$ cat src/rtl/dft_frame_sequencer_pkg.sv
// dft_pkg: shared state encoding, complex types and twiddle generation for dft_frame_sequencer
package dft_pkg;
    localparam int DFT_N     = 16;
    localparam int DFT_W     = 16;
    localparam int DFT_LOG2N = $clog2(DFT_N);
    localparam int DFT_ACC_W = 2*DFT_W + DFT_LOG2N + 1;
    localparam int TW_ONE    = 2**(DFT_W-2);

    typedef enum logic [1:0] {LOAD, MAC, OUT} state_t;

    typedef struct packed {
        logic signed [DFT_W-1:0] re;
        logic signed [DFT_W-1:0] im;
    } cplx_sample_t;

    typedef struct packed {
        logic signed [DFT_ACC_W-1:0] re;
        logic signed [DFT_ACC_W-1:0] im;
    } cplx_acc_t;

    // Q2.(w-2) twiddle for phase index m of n, rounded to nearest; sine selects -sin
    function automatic int tw_val(input int m, input int n, input int w, input bit sine);
        real a;
        real v;
        a = 2.0 * 3.14159265358979323846 * m / n;
        v = (sine ? -$sin(a) : $cos(a)) * (2.0 ** (w-2));
        return $rtoi($floor(v + 0.5));
    endfunction
endpackage

$ cat src/rtl/dft_frame_sequencer_twiddle_rom.sv
// twiddle_rom: registered cos / -sin lookup in Q2.(W-2), contents built at elaboration
module twiddle_rom
    import dft_pkg::*;
#(
    parameter int N = 16,
    parameter int W = 16
) (
    input  logic                    clk,
    input  logic [$clog2(N)-1:0]    i_addr,
    output logic signed [W-1:0]     o_cos,
    output logic signed [W-1:0]     o_nsin
);
    logic signed [W-1:0] w_cos_tab  [N];
    logic signed [W-1:0] w_nsin_tab [N];
    logic signed [W-1:0] r_cos;
    logic signed [W-1:0] r_nsin;

    for (genvar m = 0; m < N; m++) begin : g_tab
        localparam int C = tw_val(m, N, W, 1'b0);
        localparam int S = tw_val(m, N, W, 1'b1);
        assign w_cos_tab[m]  = W'(C);
        assign w_nsin_tab[m] = W'(S);
    end

    always_ff @(posedge clk) begin
        r_cos  <= w_cos_tab[i_addr];
        r_nsin <= w_nsin_tab[i_addr];
    end

    assign o_cos  = r_cos;
    assign o_nsin = r_nsin;
endmodule

$ cat src/rtl/dft_frame_sequencer.sv
// dft_frame_sequencer: loads N complex samples, then streams X[0..N-1] from one complex MAC.
// Define DFT_INVERSE_EN to add the `inverse` input (positive-phase twiddles, no 1/N scaling).
module dft_frame_sequencer
    import dft_pkg::*;
#(
    parameter int N = 16,
    parameter int W = 16,
    localparam int LOG2N = $clog2(N),
    localparam int ACC_W = 2*W + LOG2N + 1
) (
    input  logic                    clk,
    input  logic                    rst_n,
`ifdef DFT_INVERSE_EN
    input  logic                    inverse,
`endif
    input  logic                    in_valid,
    output logic                    in_ready,
    input  logic signed [W-1:0]     in_re,
    input  logic signed [W-1:0]     in_im,
    output logic                    out_valid,
    input  logic                    out_ready,
    output logic signed [ACC_W-1:0] out_re,
    output logic signed [ACC_W-1:0] out_im,
    output logic [LOG2N-1:0]        out_idx,
    output logic                    busy
);
    state_t                 r_state;
    logic [LOG2N-1:0]       r_cnt;
    logic [LOG2N-1:0]       r_k;
    logic [LOG2N-1:0]       r_phase;
    logic [LOG2N:0]         r_j;
    logic signed [W-1:0]    r_buf_re [N];
    logic signed [W-1:0]    r_buf_im [N];
    logic signed [W-1:0]    r_xr;
    logic signed [W-1:0]    r_xi;
    logic signed [ACC_W-1:0] r_acc_re;
    logic signed [ACC_W-1:0] r_acc_im;
    logic signed [ACC_W-1:0] r_out_re;
    logic signed [ACC_W-1:0] r_out_im;
    logic                   r_out_valid;
`ifdef DFT_INVERSE_EN
    logic                   r_inv;
`endif
    logic signed [W-1:0]     w_cos;
    logic signed [W-1:0]     w_nsin;
    logic signed [ACC_W-1:0] w_c;
    logic signed [ACC_W-1:0] w_s;
    logic signed [ACC_W-1:0] w_xr;
    logic signed [ACC_W-1:0] w_xi;
    logic signed [ACC_W-1:0] w_sum_re;
    logic signed [ACC_W-1:0] w_sum_im;

    // Address is a running phase (phase += k), so no k*j multiplier is needed
    twiddle_rom #(.N(N), .W(W)) u_rom (
        .clk    (clk),
        .i_addr (r_phase),
        .o_cos  (w_cos),
        .o_nsin (w_nsin)
    );

    assign w_c  = ACC_W'(w_cos);
`ifdef DFT_INVERSE_EN
    assign w_s  = r_inv ? -ACC_W'(w_nsin) : ACC_W'(w_nsin);
`else
    assign w_s  = ACC_W'(w_nsin);
`endif
    assign w_xr = ACC_W'(r_xr);
    assign w_xi = ACC_W'(r_xi);
    assign w_sum_re = r_acc_re + w_c*w_xr - w_s*w_xi;
    assign w_sum_im = r_acc_im + w_c*w_xi + w_s*w_xr;

    always_ff @(posedge clk) begin
        if (r_state == LOAD && in_valid) begin
            r_buf_re[r_cnt] <= in_re;
            r_buf_im[r_cnt] <= in_im;
        end
    end

    always_ff @(posedge clk or negedge rst_n) begin
        if (!rst_n) begin
            r_state     <= LOAD;
            r_cnt       <= '0;
            r_k         <= '0;
            r_j         <= '0;
            r_phase     <= '0;
            r_xr        <= '0;
            r_xi        <= '0;
            r_acc_re    <= '0;
            r_acc_im    <= '0;
            r_out_re    <= '0;
            r_out_im    <= '0;
            r_out_valid <= 1'b0;
`ifdef DFT_INVERSE_EN
            r_inv       <= 1'b0;
`endif
        end else begin
            case (r_state)
                LOAD: if (in_valid) begin
                    r_cnt <= r_cnt + 1'b1;
                    if (r_cnt == LOG2N'(N-1)) begin
                        r_state  <= MAC;
                        r_k      <= '0;
                        r_j      <= '0;
                        r_phase  <= '0;
                        r_acc_re <= '0;
                        r_acc_im <= '0;
`ifdef DFT_INVERSE_EN
                        r_inv    <= inverse;
`endif
                    end
                end
                MAC: begin
                    r_j     <= r_j + 1'b1;
                    r_phase <= r_phase + r_k;
                    r_xr    <= r_buf_re[r_j[LOG2N-1:0]];
                    r_xi    <= r_buf_im[r_j[LOG2N-1:0]];
                    // ROM output lags the address by one cycle, so step j=0 only primes the pipe
                    if (r_j != '0) begin
                        r_acc_re <= w_sum_re;
                        r_acc_im <= w_sum_im;
                    end
                    if (r_j == (LOG2N+1)'(N)) begin
                        r_state     <= OUT;
                        r_out_re    <= w_sum_re;
                        r_out_im    <= w_sum_im;
                        r_out_valid <= 1'b1;
                    end
                end
                OUT: if (out_ready) begin
                    r_out_valid <= 1'b0;
                    r_j         <= '0;
                    r_phase     <= '0;
                    r_acc_re    <= '0;
                    r_acc_im    <= '0;
                    if (r_k == LOG2N'(N-1)) begin
                        r_state <= LOAD;
                        r_cnt   <= '0;
                    end else begin
                        r_state <= MAC;
                        r_k     <= r_k + 1'b1;
                    end
                end
                default: r_state <= LOAD;
            endcase
        end
    end

    assign in_ready  = (r_state == LOAD);
    assign busy      = (r_state != LOAD);
    assign out_valid = r_out_valid;
    assign out_re    = r_out_re;
    assign out_im    = r_out_im;
    assign out_idx   = r_k;
endmodule

$ cat config.mk
export PLATFORM = sky130hd
export DESIGN_NAME = dft_frame_sequencer
export DESIGN_NICKNAME = d
export VERILOG_FILES = /design/src/rtl/dft_frame_sequencer_pkg.sv /design/src/rtl/dft_frame_sequencer_twiddle_rom.sv /design/src/rtl/dft_frame_sequencer.sv
export SDC_FILE = /design/constraint.sdc
export NUM_CORES = 2
export LEC_CHECK = 0
export CORE_AREA = 2 2 349 351
export CTS_BUF_LIST = sky130_fd_sc_hd__clkbuf_16
export DETAILED_ROUTE_END_ITERATION = 8
export DIE_AREA = 0 0 351 353
export GPL_TIMING_DRIVEN = 0
export PLACE_DENSITY = 0.77
export SETUP_SLACK_MARGIN = 0.05
export SYNTH_ARGS = -nofsm -noshare
export SYNTH_HDL_FRONTEND = slang
export SYNTH_SLANG_ARGS = --single-unit
$ cat constraint.sdc
create_clock -name clk -period 11.25 [get_ports clk]
set_input_delay 1.125 -clock clk [delete_from_list [all_inputs] [get_ports clk]]
set_output_delay 1.125 -clock clk [all_outputs]
set_load 0.02 [all_outputs]
After elaboration in Yosys (flattened, before gate mapping)
Memories as Yosys holds them, arrays and structs flattened. A register that Yosys moved wholly into a read port is not among the register bits.
Cells that the tools add are included.
Word-level totals
  flip-flop bits (word level): 168
  memory bits (writable): 512
  bits in read-only memories: 512
  input bits: 36
  output and inout bits: 81
  logic and storage cells: 88
  memories: 4
Memory list
  (name not given): words 16, bits a word 16, read ports 1, clocked after Yosys merged registers in 1, write ports 0, line dft_frame_sequencer_twiddle_rom.sv:27  | r_nsin <= w_nsin_tab[i_addr];
  (name not given): words 16, bits a word 16, read ports 1, clocked after Yosys merged registers in 1, write ports 0, line dft_frame_sequencer_twiddle_rom.sv:26  | r_cos <= w_cos_tab[i_addr];
  r_buf_im: words 16, bits a word 16, read ports 1, clocked after Yosys merged registers in 1, write ports 1, line dft_frame_sequencer.sv:33  | logic signed [W-1:0] r_buf_im [N];
  r_buf_re: words 16, bits a word 16, read ports 1, clocked after Yosys merged registers in 1, write ports 1, line dft_frame_sequencer.sv:32  | logic signed [W-1:0] r_buf_re [N];
Cells by class
  $add $sub $neg: 8
  $mul: 4
  equality and inequality tests: 12
  multiplexer cells: 33
  bitwise logic cells: 1
  reductions and logical operators: 16
Operators with widths (number)
  37-bit one-hot mux with 3 select lines: 2
  37-bit two-way mux: 5
  16-bit by 16-bit multiplier with 32-bit output: 4
  37-bit by 32-bit adder with 37-bit output: 3
  37-bit by 32-bit subtractor with 37-bit output: 1
  4-bit two-way mux: 8
  4-bit one-hot mux with 2 select lines: 2
  5-bit two-way mux: 3
  5-bit one-hot mux with 3 select lines: 1
  2-bit inequality test (second input constant): 6
  4-bit one-hot mux with 3 select lines: 1
  4-bit AND reduction: 3
  5-bit AND reduction: 2
  4-bit by 1-bit adder with 4-bit output (second input constant): 2
  4-bit equality test (second input constant): 2
  2-bit two-way mux: 4
  2-bit one-hot mux with 3 select lines: 1
  2-bit nonzero test: 3
  5-bit by 1-bit adder with 5-bit output (second input constant): 1
  5-bit equality test (second input constant): 1
  1-bit two-way mux: 5
  4-bit NOT with 5-bit output: 1
  5-bit nonzero test: 1
  4-bit adder: 1
  10 further kinds: 11

Depth between registers and ports, before layout
  depth after elaboration: 5
  gate-level depth with buffers: 29

Modules after synthesis
A second synthesis with hierarchy kept.
Unflattened totals
  cells, all modules: 6321
  area, all modules: 72889.9 um^2
By module, submodules not included
  dft_frame_sequencer: times used 1, cells an instance 6239, area an instance 71917.7 um^2, seq. area each 20379.5 um^2
  twiddle_rom: times used 1, cells an instance 82, area an instance 972.2 um^2, seq. area each 480.5 um^2

Least setup slack after synthesis
OpenSTA, ideal clock, no wires.
  kind: reg2reg
  from: reg r_xr[0] (read register of r_buf_re)
  to: reg r_out_im[32], in the netlist out_im[32]
  data arrival time: 7.958 ns
  required time: 11.178 ns
  setup slack: 3.220 ns
  cell stages (with the launch flop): 27
  period minus slack after synthesis: 8.030 ns
  path through: dfrtp_1 clkbuf_1 clkbuf_1 nand2_1 fa_1 inv_1 fa_1 fa_1 inv_1 fa_1 inv_1 fa_1 fa_1 fa_1 inv_1 fa_1 inv_1 ha_1 buf_6 a211oi_2 o21bai_1 a2111oi_4 a21oi_2 a211o_1 a31oi_4 mux2_1 nor2_1
Between the ends
  cells in the longest elaborated chain, start to end: 2
RTL lines
  start: declaration: line dft_frame_sequencer.sv:34  | logic signed [W-1:0] r_xr;
  16-bit by 16-bit multiplier with 32-bit output: line dft_frame_sequencer.sv:70  | assign w_sum_im = r_acc_im + w_c*w_xi + w_s*w_xr;
  37-bit by 32-bit adder with 37-bit output: line dft_frame_sequencer.sv:70
  end signal: assignment: line dft_frame_sequencer.sv:125  | r_out_im <= w_sum_im;
  end: declaration: line dft_frame_sequencer.sv:39  | logic signed [ACC_W-1:0] r_out_im;
Every way passes these cells.
A chain may end at the register's enable or synchronous reset.

Worst setup path after layout
  from: reg r_xr[0] (read register of r_buf_re)
  to: reg r_out_im[33], in the netlist out_im[33]
The elaborated chain is that of the path after synthesis.

==> out/results.txt <==
I/O pin cnt -> 117
Buf/Inv on CP -> 8
H-tree depth -> 3
Vias in the first global route -> 51520
CTS tree -> done
Largest net degree at the start of global routing -> 104
Post-CTS Setup Inserts -> 0
Initial core utilization -> 59.45%
Clock tree buffer depth -> 3
Unrepaired setup endpoints after global routing -> false
Critical Path Fanout Max -> 21
Worst Tran Pin Value -> 1.556 ns
RD Place Congestion -> 1.059
Skew final -> 0.05612 ns
Failing checks -> max-capacitance violations, max-slew violations
Most Frequent Cell on Critical Path -> fa_1
Asr flop ratio synth -> 27.17%
Drt first pass iters -> 6
Fraction of layout instances using a drive strength above 1 -> 6.175%
Ys Warns -> 0
Vias -> 47960
Core ar. -> 120600 um2
Total GRT Usage -> 39.33%
Commonest non-fill, non-tap cell in the layout -> inv_1
Die height -> 353 um
Post-synth top flop -> edfxtp_1
Syn_nets -> 7818
Final setup fails -> 0
CP Depth -> 26
Post-synth EDFFs -> 512
Post-DRT Antenna Nets -> 0
CTS Hold Bufs -> 0
CP startpoint kind -> register
DRT Wirelength -> 233400 um
Final worst slack -> 1.136 ns
DR DRC count -> 0
IO buf count -> 115
Post-DP HPWL -> 175200 um
Crit share post-route -> 89.90%
Max-Cap Viols -> 5
Vias/cell -> 5.948
WL/cell -> 28.95 um
Status -> finished with violations
Post-synthesis sequential area ratio -> 29.10%
Data required, critical path -> 11.83 ns
Die width -> 351 um
#FFs+latches synth -> 736
CTS resizes -> 0
Reg2reg end -> out_im[33]$_DFFE_PN0P_
Remaining Overflow, GRT -> 0
Worst skew pair latency -> 0.73 ns
Slew margin rel. -> -3.762%
Synth Cell Area -> 71690 um2
Max Slew Vio Count -> 53
First-pass GRT wire length -> 340900 um
Reg clk slew, reported paths -> 0.06 ns
Synthesis-to-layout area growth -> 9.150%
Most frequent cells in the layout -> 1588 x inv_1, 1337 x fa_1, 685 x nand2_1
Family with the most delay on the worst path -> adder cells
Hold WS -> 0.2107 ns
Initial antenna violation count -> 14
Post-Synthesis Cells -> 6115
Syn Area/Cell -> 11.72 um2
R2R Path Start -> r_xr[0]$_DFFE_PN0P_
Clock root buffer master -> clkbuf_16
Slowest cell on crit path -> clkbuf_1
Filler instances -> 9111
Arrival time at the worst endpoint -> 10.69 ns
Num rows -> 128
Pre-CTS WS -> 1.028 ns
Yosys cell types -> 69
Final Hold Fails -> 0
Clk sinks -> 736
Nets -> 8050
R2R cell count -> 26
Die area -> 123900 um2
CP Capture Type -> register
Critical Path Max Stage Delay -> 0.92 ns
Num CTS Buffers -> 80
R2R Setup Slk -> 1.14 ns
Fmax -> 98.87 MHz
Tmin final -> 10.11 ns
Hold Path Class -> primary input to asynchronous set/reset pin
Initial DRC count -> 4896
Crit path kind -> register to register
## through the flow
stage	std cells	setup TNS (ns)	util (%)	area [um2]
4_1_cts	8037	0	64.82	78170
6_report	8063	0	64.89	78250
2_1_floorplan	6115	0	-	71690
3_5_place_dp	7889	0	62.67	75570
3_3_place_gp	7855	-89.41	62.09	74880
5_1_grt	8043	0	64.85	78200
## sequential cells by signal (all words and copies together) (netlist names)
| register | cells |
|---|---|
| out_im | 37 |
| r_cnt | 4 |
| r_phase | 4 |
| r_xi | 16 |
| u_rom.o_cos | 12 |
| out_idx | 4 |
| out_re | 37 |
| r_buf_im | 256 |
| r_j | 5 |
| r_acc_re | 37 |
| r_state | 2 |
| out_valid | 1 |
| r_acc_im | 37 |
| u_rom.o_nsin | 12 |
| r_xr | 16 |
| r_buf_re | 256 |
## worst reg2reg max path, delay by kind of cell, from the launching register on
kind	cells	cell delay, ns
AOI/OAI and AO/OA	3	1.29
muxes	1	0.28
buffers and inverters	8	1.97
DFF	1	0.32
adders and majority gates	9	4.50
and+or+nand+nor	4	1.41
xor gates and xnor gates	1	0.19
## cell type report
| type | instances | area, um2 | area share, % |
|---|---|---|---|
| Multi-Input combinational cell | 3560 | 44090 | 56.34 |
| Sequential cell | 736 | 20860 | 26.66 |
| Inverter | 1572 | 5901 | 7.541 |
| Tap cell | 1625 | 2033 | 2.598 |
| Clock buffer | 81 | 2027 | 2.590 |
| Timing Repair Buffer | 150 | 1739 | 2.223 |
| Buffer | 247 | 969.7 | 1.239 |
| Clock inverter | 67 | 569.3 | 0.7275 |
| Antenna cell | 25 | 62.56 | 0.07995 |
## how the worst max path moves through the flow
stage	startpoint	end	slack [ns]
final	r_xr[0]$_DFFE_PN0P_	out_im[33]$_DFFE_PN0P_	1.14
after global routing	r_xr[0]$_DFFE_PN0P_	out_im[33]$_DFFE_PN0P_	1.02
after CTS	r_xr[0]$_DFFE_PN0P_	out_im[33]$_DFFE_PN0P_	0.99
after detailed placement	r_xr[0]$_DFFE_PN0P_	out_im[33]$_DFFE_PN0P_	1.03
after global placement	rst_n	r_acc_re[36]$_DFFE_PN0P_	-0.50
after floorplan	r_xr[0]$_DFFE_PN0P_	out_im[32]$_DFFE_PN0P_	3.22
## synthesized netlist by cell type, types with 13 or more instances
| library cell | instances | area, um2 |
|---|---|---|
| inv_1 | 1572 | 5901 |
| and3_1 | 13 | 81.33 |
| o21ai_0 | 57 | 285.3 |
| nor3_1 | 15 | 75.07 |
| nand3_1 | 23 | 115.1 |
| dfrtp_1 | 200 | 5005 |
| nand2b_1 | 26 | 162.7 |
| edfxtp_1 | 512 | 15370 |
| fa_1 | 1337 | 26770 |
| nor2_1 | 101 | 379.1 |
| mux4_2 | 162 | 3649 |
| nand4_1 | 18 | 112.6 |
| a21o_1 | 33 | 247.7 |
| dfxtp_1 | 24 | 480.5 |
| ha_1 | 330 | 4129 |
| mux2_2 | 20 | 225.2 |
| nand2_1 | 686 | 2575 |
| a21oi_1 | 85 | 425.4 |
| a22o_1 | 56 | 490.5 |
| xnor2_1 | 63 | 551.8 |
| clkbuf_1 | 223 | 837.1 |
| and2_1 | 342 | 2140 |
| xor2_1 | 27 | 236.5 |
## metal layers
layer  GRT usage (%)  wire length (um)  vias to the layer above  share of wire (%)
met5               0                85                        -              0.036
met4           27.48             19820                        4                8.5
met3           9.824             24000                      794                 10
met2           60.88            109600                     3092                 47
met1           48.81             79900                    24840                 34
li1                -                 -                    19230                  -
## logic make-up after synthesis
| kind of cell | share of synthesized area [%] |
|---|---|
| buffers and inverters | 9.571 |
| DFF | 29.10 |
| adders and majority gates | 43.09 |
| and+or+nand+nor | 8.171 |
| xor gates and xnor gates | 1.100 |
| muxes | 5.580 |
| AOI/OAI and AO/OA | 3.388 |
Power is left out: the tool's default activity adds up to more than one toggle a clock period on the data nets, which glitch-free logic cannot reach.
